===== src/rtl/player_ctrl.sv =====
// Frame-synchronous game-state and player-movement controller.
// Samples buttons, switches and collision once per vertical sync, advances
// the TITLE/PLAY/DEAD/PAUSE state machine and updates sprite position/room.
module player_ctrl #(
    parameter int unsigned X_MAX       = 639,
    parameter int unsigned Y_MAX       = 479,
    parameter int unsigned SPRITE_W    = 8,
    parameter int unsigned SPRITE_H    = 8,
    parameter int unsigned STEP        = 2,
    parameter int unsigned START_X     = 16,
    parameter int unsigned START_Y     = 236,
    parameter int unsigned NUM_ROOMS   = 8,
    parameter int unsigned DEAD_FRAMES = 60
) (
    input  logic       clk_50MHz,
    input  logic       reset,
    input  logic       vs_vga,
    input  logic [3:0] BUTTON,
    input  logic [3:0] SWITCH,
    input  logic       hit,
    output logic [9:0] player_x,
    output logic [9:0] player_y,
    output logic [2:0] room,
    output logic [1:0] state,
    output logic       frame_tick
);

    typedef enum logic [1:0] {
        TITLE = 2'd0,
        PLAY  = 2'd1,
        DEAD  = 2'd2,
        PAUSE = 2'd3
    } state_t;

    localparam int unsigned DW = $clog2(DEAD_FRAMES + 1);

    localparam logic [10:0]   LIM_X     = 11'(X_MAX - SPRITE_W + 1);
    localparam logic [10:0]   LIM_Y     = 11'(Y_MAX - SPRITE_H + 1);
    localparam logic [10:0]   STEP_N    = 11'(STEP);
    localparam logic [10:0]   STEP_D    = 11'(STEP << 1);
    localparam logic [9:0]    SPAWN_X   = 10'(START_X);
    localparam logic [9:0]    SPAWN_Y   = 10'(START_Y);
    localparam logic [2:0]    ROOM_LAST = 3'(NUM_ROOMS - 1);
    localparam logic [DW-1:0] DEAD_LOAD = DW'(DEAD_FRAMES - 1);

    state_t        st;
    logic          vs_s1, vs_s2, vs_prev;
    logic [3:0]    btn_s1, btn_s2;
    logic [1:0]    sw_s1, sw_s2;
    logic [3:0]    btn_hist;
    logic [3:0]    deb_prev;
    logic [3:0]    deb;
    logic          hit_lat;
    logic          hit_now;
    logic [DW-1:0] dead_cnt;
    logic [10:0]   s;
    logic [10:0]   x_w, y_w;
    logic [10:0]   nx, ny;
    logic [2:0]    nroom;
    logic          unused_sw;

    assign unused_sw = ^SWITCH[3:2];
    assign state     = st;

    // Two-flop synchronizers for the asynchronous board inputs
    always_ff @(posedge clk_50MHz or posedge reset) begin
        if (reset) begin
            vs_s1  <= 1'b0;
            vs_s2  <= 1'b0;
            btn_s1 <= '0;
            btn_s2 <= '0;
            sw_s1  <= '0;
            sw_s2  <= '0;
        end else begin
            vs_s1  <= vs_vga;
            vs_s2  <= vs_s1;
            btn_s1 <= BUTTON;
            btn_s2 <= btn_s1;
            sw_s1  <= SWITCH[1:0];
            sw_s2  <= sw_s1;
        end
    end

    // One-cycle frame tick on a falling edge of synchronized vsync
    always_ff @(posedge clk_50MHz or posedge reset) begin
        if (reset) begin
            vs_prev    <= 1'b0;
            frame_tick <= 1'b0;
        end else begin
            vs_prev    <= vs_s2;
            frame_tick <= vs_prev & ~vs_s2;
        end
    end

    // Collision latch: holds hits seen between ticks, cleared by each tick
    always_ff @(posedge clk_50MHz or posedge reset) begin
        if (reset) begin
            hit_lat <= 1'b0;
        end else if (frame_tick) begin
            hit_lat <= 1'b0;
        end else if (hit) begin
            hit_lat <= 1'b1;
        end
    end

    // a hit in the tick cycle itself still counts for that tick
    assign hit_now = hit_lat | hit;

    // deb uses the current sample plus the one stored at the previous tick
    assign deb = btn_s2 & btn_hist;

    // Next position and room for one frame of movement in PLAY
    always_comb begin
        s     = sw_s2[1] ? STEP_D : STEP_N;
        x_w   = {1'b0, player_x};
        y_w   = {1'b0, player_y};
        nx    = x_w;
        ny    = y_w;
        nroom = room;
        if (deb[0] && !deb[1]) begin
            ny = (y_w < s) ? '0 : y_w - s;
        end else if (deb[1] && !deb[0]) begin
            ny = (y_w + s > LIM_Y) ? LIM_Y : y_w + s;
        end
        if (deb[3] && !deb[2]) begin
            if (x_w + s > LIM_X) begin
                if (room < ROOM_LAST) begin
                    nroom = room + 3'd1;
                    nx    = '0;
                end else begin
                    nx = LIM_X;
                end
            end else begin
                nx = x_w + s;
            end
        end else if (deb[2] && !deb[3]) begin
            if (x_w < s) begin
                if (room != 3'd0) begin
                    nroom = room - 3'd1;
                    nx    = LIM_X;
                end else begin
                    nx = '0;
                end
            end else begin
                nx = x_w - s;
            end
        end
    end

    // Game state machine with registered position/room, evaluated per tick
    always_ff @(posedge clk_50MHz or posedge reset) begin
        if (reset) begin
            st       <= TITLE;
            player_x <= SPAWN_X;
            player_y <= SPAWN_Y;
            room     <= '0;
            btn_hist <= '0;
            deb_prev <= '0;
            dead_cnt <= '0;
        end else if (frame_tick) begin
            btn_hist <= btn_s2;
            deb_prev <= deb;
            case (st)
                TITLE: begin
                    player_x <= SPAWN_X;
                    player_y <= SPAWN_Y;
                    room     <= '0;
                    if ((deb & ~deb_prev) != 4'd0) begin
                        st <= PLAY;
                    end
                end
                PLAY: begin
                    if (hit_now) begin
                        st       <= DEAD;
                        dead_cnt <= DEAD_LOAD;
                    end else if (sw_s2[0]) begin
                        st <= PAUSE;
                    end else begin
                        player_x <= nx[9:0];
                        player_y <= ny[9:0];
                        room     <= nroom;
                    end
                end
                PAUSE: begin
                    if (!sw_s2[0]) begin
                        st <= PLAY;
                    end
                end
                DEAD: begin
                    if (dead_cnt == '0) begin
                        st       <= TITLE;
                        player_x <= SPAWN_X;
                        player_y <= SPAWN_Y;
                        room     <= '0;
                    end else begin
                        dead_cnt <= dead_cnt - 1'b1;
                    end
                end
                default: st <= TITLE;
            endcase
        end
    end

endmodule


===== config.mk =====
export PLATFORM = sky130hd
export DESIGN_NAME = player_ctrl
export DESIGN_NICKNAME = d
export VERILOG_FILES = /design/src/rtl/player_ctrl.sv
export SDC_FILE = /design/constraint.sdc
export NUM_CORES = 1
export LEC_CHECK = 0
export CAP_MARGIN = 20
export CORE_AREA = 2 2 92 94
export CTS_CLUSTER_SIZE = 30
export DETAILED_ROUTE_END_ITERATION = 16
export DIE_AREA = 0 0 94 96
export PLACE_DENSITY = 0.72
export SETUP_SLACK_MARGIN = 0.2
export SYNTH_ARGS = -nofsm -noshare
export SYNTH_HDL_FRONTEND = slang
export SYNTH_SLANG_ARGS = --single-unit

===== constraint.sdc =====
create_clock -name clk_50MHz -period 4.3 [get_ports clk_50MHz]
set_input_delay 1.29 -clock clk_50MHz [delete_from_list [all_inputs] [get_ports clk_50MHz]]
set_output_delay 1.29 -clock clk_50MHz [all_outputs]
set_load 0.01 [all_outputs]

# Yosys cells after proc, flatten, opt, wreduce, memory -nomap -nowiden
# Cells that the tools add are included.
classes:
  n_addsub: 7
  n_lt_le_gt_ge: 5
  n_eq_ne: 17
  mux: 40
  bitwise: 6
  reduce_logical: 20
ops:
  columns: ["operator", "n"]
  rows:
  - ["two-way mux 10 bit", 16]
  - ["one-hot mux 10 bit (3 select lines)", 2]
  - ["two-way mux 3 bit", 10]
  - ["adder 10 x 3 -> 11 bit", 2]
  - ["inequality test 3 bit (second input constant)", 7]
  - ["< comparator 10 x 3 -> 1 bit", 2]
  - ["subtractor 10 x 3 -> 10 bit", 2]
  - ["inequality test 2 bit (second input constant)", 7]
  - ["two-way mux 6 bit", 2]
  - ["one-hot mux 6 bit (2 select lines)", 1]
  - ["AND reduction 6 bit", 2]
  - ["> comparator 11 x 10 -> 1 bit (second input constant)", 1]
  - ["> comparator 11 x 9 -> 1 bit (second input constant)", 1]
  - ["two-way mux 2 bit", 5]
  - ["AND reduction 10 bit", 1]
  - ["one-hot mux 3 bit (3 select lines)", 1]
  - ["AND 4 bit", 2]
  - ["one-hot mux 2 bit (4 select lines)", 1]
  - ["logical NOT 6 bit", 1]
  - ["nonzero test 3 bit", 2]
  - ["subtractor 6 x 1 -> 6 bit (second input constant)", 1]
  - ["AND reduction 5 bit", 1]
  - ["equality test 2 bit (second input constant)", 2]
  - ["logical AND 1 bit", 4]
  - ["14 further kinds", 19]
word_totals:
  ff_bits: 56
  inputBits: 12
  output_inout_bits: 26
  wordCells: 111

# Logic depth before layout (Yosys ltp)
depth:
  word_depth: 9
  ltp_mapped: 12
  ltp_nobuf: 11

# Least setup slack after synthesis
# No wires, ideal clock.
synth_path:
  kind: "register to register"
  startpoint: "reg sw_s2[1]"
  endpoint: "reg player_x[6]"
  setup_ns: 0.126
  arrival_ns: 2.890
  required_time_ns: 4.174
  slack_ns: 1.284
  stages_incl_launch_ff: 13
  n_path_buf: 1
  synth_period_minus_slack_ns: 3.016
  cell_sequence: "dfrtp_1 > inv_1 > ha_1 > inv_1 > fa_1 > nand3b_4 > nor3_4 > mux2i_1 > o32a_2 > nor3_2 > buf_6 > nor3_1 > a221o_1"
synth_via:
  elab_chain_cells: 8
  elab_cells_between_ends: 12
  classes_between: "2 x add/sub; 2 x order compare; 8 x mux"
synth_lines:
  columns: ["item", "line", "text"]
  rows:
  - ["start, declared", "49", "logic [1:0] sw_s1, sw_s2;"]
  - ["start signal, assigned", "80", "sw_s2 <= sw_s1;"]
  - ["two-way mux 3 bit *", "114", "s = sw_s2[1] ? STEP_D : STEP_N;"]
  - ["adder 10 x 3 -> 11 bit, or another cell as far along", "134", "nx = x_w + s;"]
  - ["> comparator 11 x 10 -> 1 bit / two-way mux 10 bit (equally long branches)", "126, 137", null]
  - ["two-way mux 10 bit (on tied branches)", "126, 136", null]
  - ["two-way mux 10 bit *", "125", "if (deb[3] && !deb[2]) begin"]
  - ["two-way mux 10 bit *", "176", "end else if (sw_s2[0]) begin"]
  - ["two-way mux 10 bit *", "173", "if (hit_now) begin"]
  - ["one-hot mux 10 bit (3 select lines) *", "163", "case (st)"]
  - ["end signal, assigned", "179", "player_x <= nx[9:0];"]
  - ["end, declared", "21", "output logic [9:0] player_x,"]
# Mark *: on every way between the ends. The rest lies on a longest branch, timed or not. The select of a mux whose other input is x is not followed.
# A chain may end at the register's enable or synchronous reset.

# Worst setup path after layout
layout_path:
  startpoint: "reg sw_s2[1]"
  endpoint: "reg room[1]"
layout_via:
  elab_chain_cells: 5
  elab_cells_between_ends: 7
  classes_between: "1 x add/sub; 2 x order compare; 2 x eq/ne; 1 x mux; 1 x reduce/logical"
layout_lines:
  columns: ["item", "line", "text"]
  rows:
  - ["two-way mux 3 bit *", "114", null]
  - ["adder 10 x 3 -> 11 bit", null, null]
  - ["> comparator 11 x 10 -> 1 bit", "126", "if (x_w + s > LIM_X) begin"]
  - ["inequality test 3 bit (no source line)", null, null]
  - ["AND reduction 10 bit (no source line) *", null, null]
  - ["end signal, assigned", "181", "room <= nroom;"]
  - ["end, declared", "23", "output logic [2:0] room,"]
# Mark *: on every way between the ends. The rest lies on a longest branch, timed or not.

==> metrics.csv <==
stage,metric,value,unit
clock_network,clk_pin_slew,110,ps
worst_setup_path,cp-end-kind,register,
power_and_ir_drop,powerDensity,423,nW/um^2
drt,drt_wl_total,7700,um
clock_network,cts_sinks,54,
job,max-cap-violations,0,
sta,rsz0062_at_grt,false,
sta,timing.final.hold_violations,0,
placement,pre_cts_ws,661,ps
synth,ys_seq_area_share,38.7,%
clock_network,insertion_delay,310,ps
synth,netlist.area_leader.share,34.2,%
status,status,"finished, final reports clean",
placement,io_buffers,33,
sta,finalCritPeriodShare,85.1,%
synth,synth-seq-cells,54,
power_and_ir_drop,leakage,1.62,nW
synth,syn_inst,378,
sta,period_needed,3660,ps
synth,syn_area,3510,um^2
clock_network,ctsResizeCount,0,
worst_setup_path,crit_fanout,11,
die,core,8050,um^2
drt,post_drt_wl_per_cell,15.2,um
synth,async_reset_ff_share,100,%
placement,dp_hpwl,5580,um
clock_network,htreeDepth,2,
clock_network,cts_buffer_depth,2,
clock_network,numCtsBuffers,5,
worst_setup_path,cp.required,4530,ps
worst_setup_path,cp_data_arrival_time,3890,ps
clock_network,cts_root_buffer,clkbuf_8,
clock_network,cts_setup_buffers,0,
synth,ys_top_cells_by_count,"dfrtp_1, nor2_1, nand2_1",
synth,synth-edff-count,0,
drt,num_vias,2871,
die,die_h,96,um
global_routing,antenna_found_initial,0,
sta,drv_slew,0,
sta,relSlewSlack,49.4,%
global_routing,grt_pass1_vias,2872,
sta,fmax,273,MHz
cells_and_area,layout-drive-gt1-share,8.96,%
synth,synth_top_area_cell,dfrtp_1,
sta,tns,0,ps
die,dieArea,9020,um^2
drt,drt-initial-drc-count,190,
sta,skew,9.20,ps
sta,setup_slack,642,ps
global_routing,grt_pass1_wl,13200,um
synth,ys.flop_type,dfrtp_1,
synth,yosysMostFrequentCell,dfrtp_1,
power_and_ir_drop,worst_ir_drop_vdd,209,uV
sta,worstMarginPinSlew,751,ps
worst_setup_path,startpoint_type,register,
die,initial_core_util,43.6,%
worst_setup_path,worstSetupPathType,register to register,
clock_network,cts-hold-fix-buffers,0,
cells_and_area,nets,430,
worst_hold_path,hp-class,register to register,
cells_and_area,syn_to_final_growth,12.4,%
synth,synth_cell_type_count,67,
drt,dr.pass1.iters,4,
global_routing,grt_max_degree,48,
drt,drtAntennaViolNets,0,
die,rows,33,
drt,drc,0,
global_routing,gr-total-overflow,0,
drt,vias_per_cell,5.66,
cells_and_area,nFillCells,790,
placement,gp_congestion,0.897,
die,die_w,94,um
sta,setup_violations,0,
global_routing,grt_util_all_layers,18.3,%
synth,yosysWarnings,0,
synth,syn_area_per_cell,9.28,um^2
cells_and_area,diodes,0,
clock_network,cts_tree,built,
synth,netlist_top_cells_area,"dfrtp_1, dfstp_2, ha_1, o21ai_0, nor2_1",
die,io_pins,38,
flip-flops by register name, indices dropped and copies added (netlist names), 3 cells and up:
name / count
btn_hist: 4
btn_s1: 4
btn_s2: 4
dead_cnt: 6
deb_prev: 4
player_x: 9
player_y: 9
room: 3
report_power, final:
part           switching [W]  internal, W
Sequential          0.000142     0.000603
Combinational       0.000322     0.000300
Clock               0.000180     0.000120
Total               0.000644      0.00102
cell usage in the layout (no fill, tap or decap), types with 3 or more instances in the layout:
master,synthesis,final
o21bai_1,3,3
or3_1,3,3
o211ai_1,5,5
fa_1,5,5
a21oi_1,13,13
o22ai_1,6,6
nor4_1,3,3
dfrtp_1,48,48
nor2b_1,6,6
nand3b_1,4,4
o41ai_1,3,3
nand2b_1,4,4
o21ai_0,26,26
and3_1,3,3
inv_1,24,23
nand3_1,15,15
mux2i_1,5,5
and4b_1,3,3
ha_1,12,12
clkbuf_8,1,5
nand2_1,31,31
nor3_1,12,12
and2_1,4,4
xnor2_1,8,8
xor2_1,4,4
o21a_1,10,10
dfstp_2,6,6
a22o_1,3,3
clkdlybuf4s50_1,0,33
nor2_1,33,33
mux2_2,7,7
o31ai_1,5,5
stage by stage:
stage / util [%] / std cells / power, W / cell area (um^2) / hold slack [ps]
after floorplan: - / 379 / 0.00117 / 3510 / 331
after global placement: 47.8 / 499 / 0.00135 / 3850 / 332
after detailed placement: 47.8 / 499 / 0.00137 / 3850 / 341
after CTS: 49.0 / 507 / 0.00168 / 3940 / 367
after global routing: 49.0 / 507 / 0.00179 / 3940 / 371
final: 49.0 / 507 / 0.00167 / 3940 / 357
final timing paths:
check / from / end / slack (ps) / cells past startpoint
min in group asynchronous: reset / player_y[4] / 1190 / 2
worst max-delay path: sw_s2[1] / room[1] / 640 / 11
max in group asynchronous: reset / dead_cnt[5] / 2280 / 3
worst max register to register: sw_s2[1] / room[1] / 640 / 11
worst min register to register: vs_s1 / vs_s2 / 360 / 0
worst min-delay path: vs_s1 / vs_s2 / 360 / 0
kinds of logic after synthesis:
kind of cell,synth area share (%)
simple gates,20.9
compound gates,19.9
flops,38.7
buf+inv,6.60
fa+ha+maj,7.13
xor+xnor,2.99
mux,3.67
other cells,0.107
per-layer routing:
layer | GRT usage [%] | part of all wire (%) | vias up
met1 | 24.5 | 47 | 1390
met4 | 5.43 | 1.1 | 0
met3 | 2.82 | 4.3 | 8
li1 | - | - | 1395
met5 | 0 | 0 | -
met2 | 30.8 | 47 | 78
layout make-up:
class	instances	area, um^2	area share, %
inverters	24	90.1	2.28
clock inverters	3	26.3	0.666
repair buffers	35	345	8.76
clock buffers	5	68.8	1.74
well taps	105	131	3.33
flip-flops and latches	54	1360	34.5
multi-input cells	281	1920	48.8
critical path, cell delays in order, from the launching register on:
cell	delay [ps]
dfrtp_1	440
inv_1	300
ha_1	230
inv_1	60
fa_1	490
nand3b_4	240
nor3_4	260
mux2i_1	110
o32a_2	370
nor3_2	600
o21ai_0	270
o2bb2ai_1	210
Note: power is estimated with default switching activity, not from simulation.
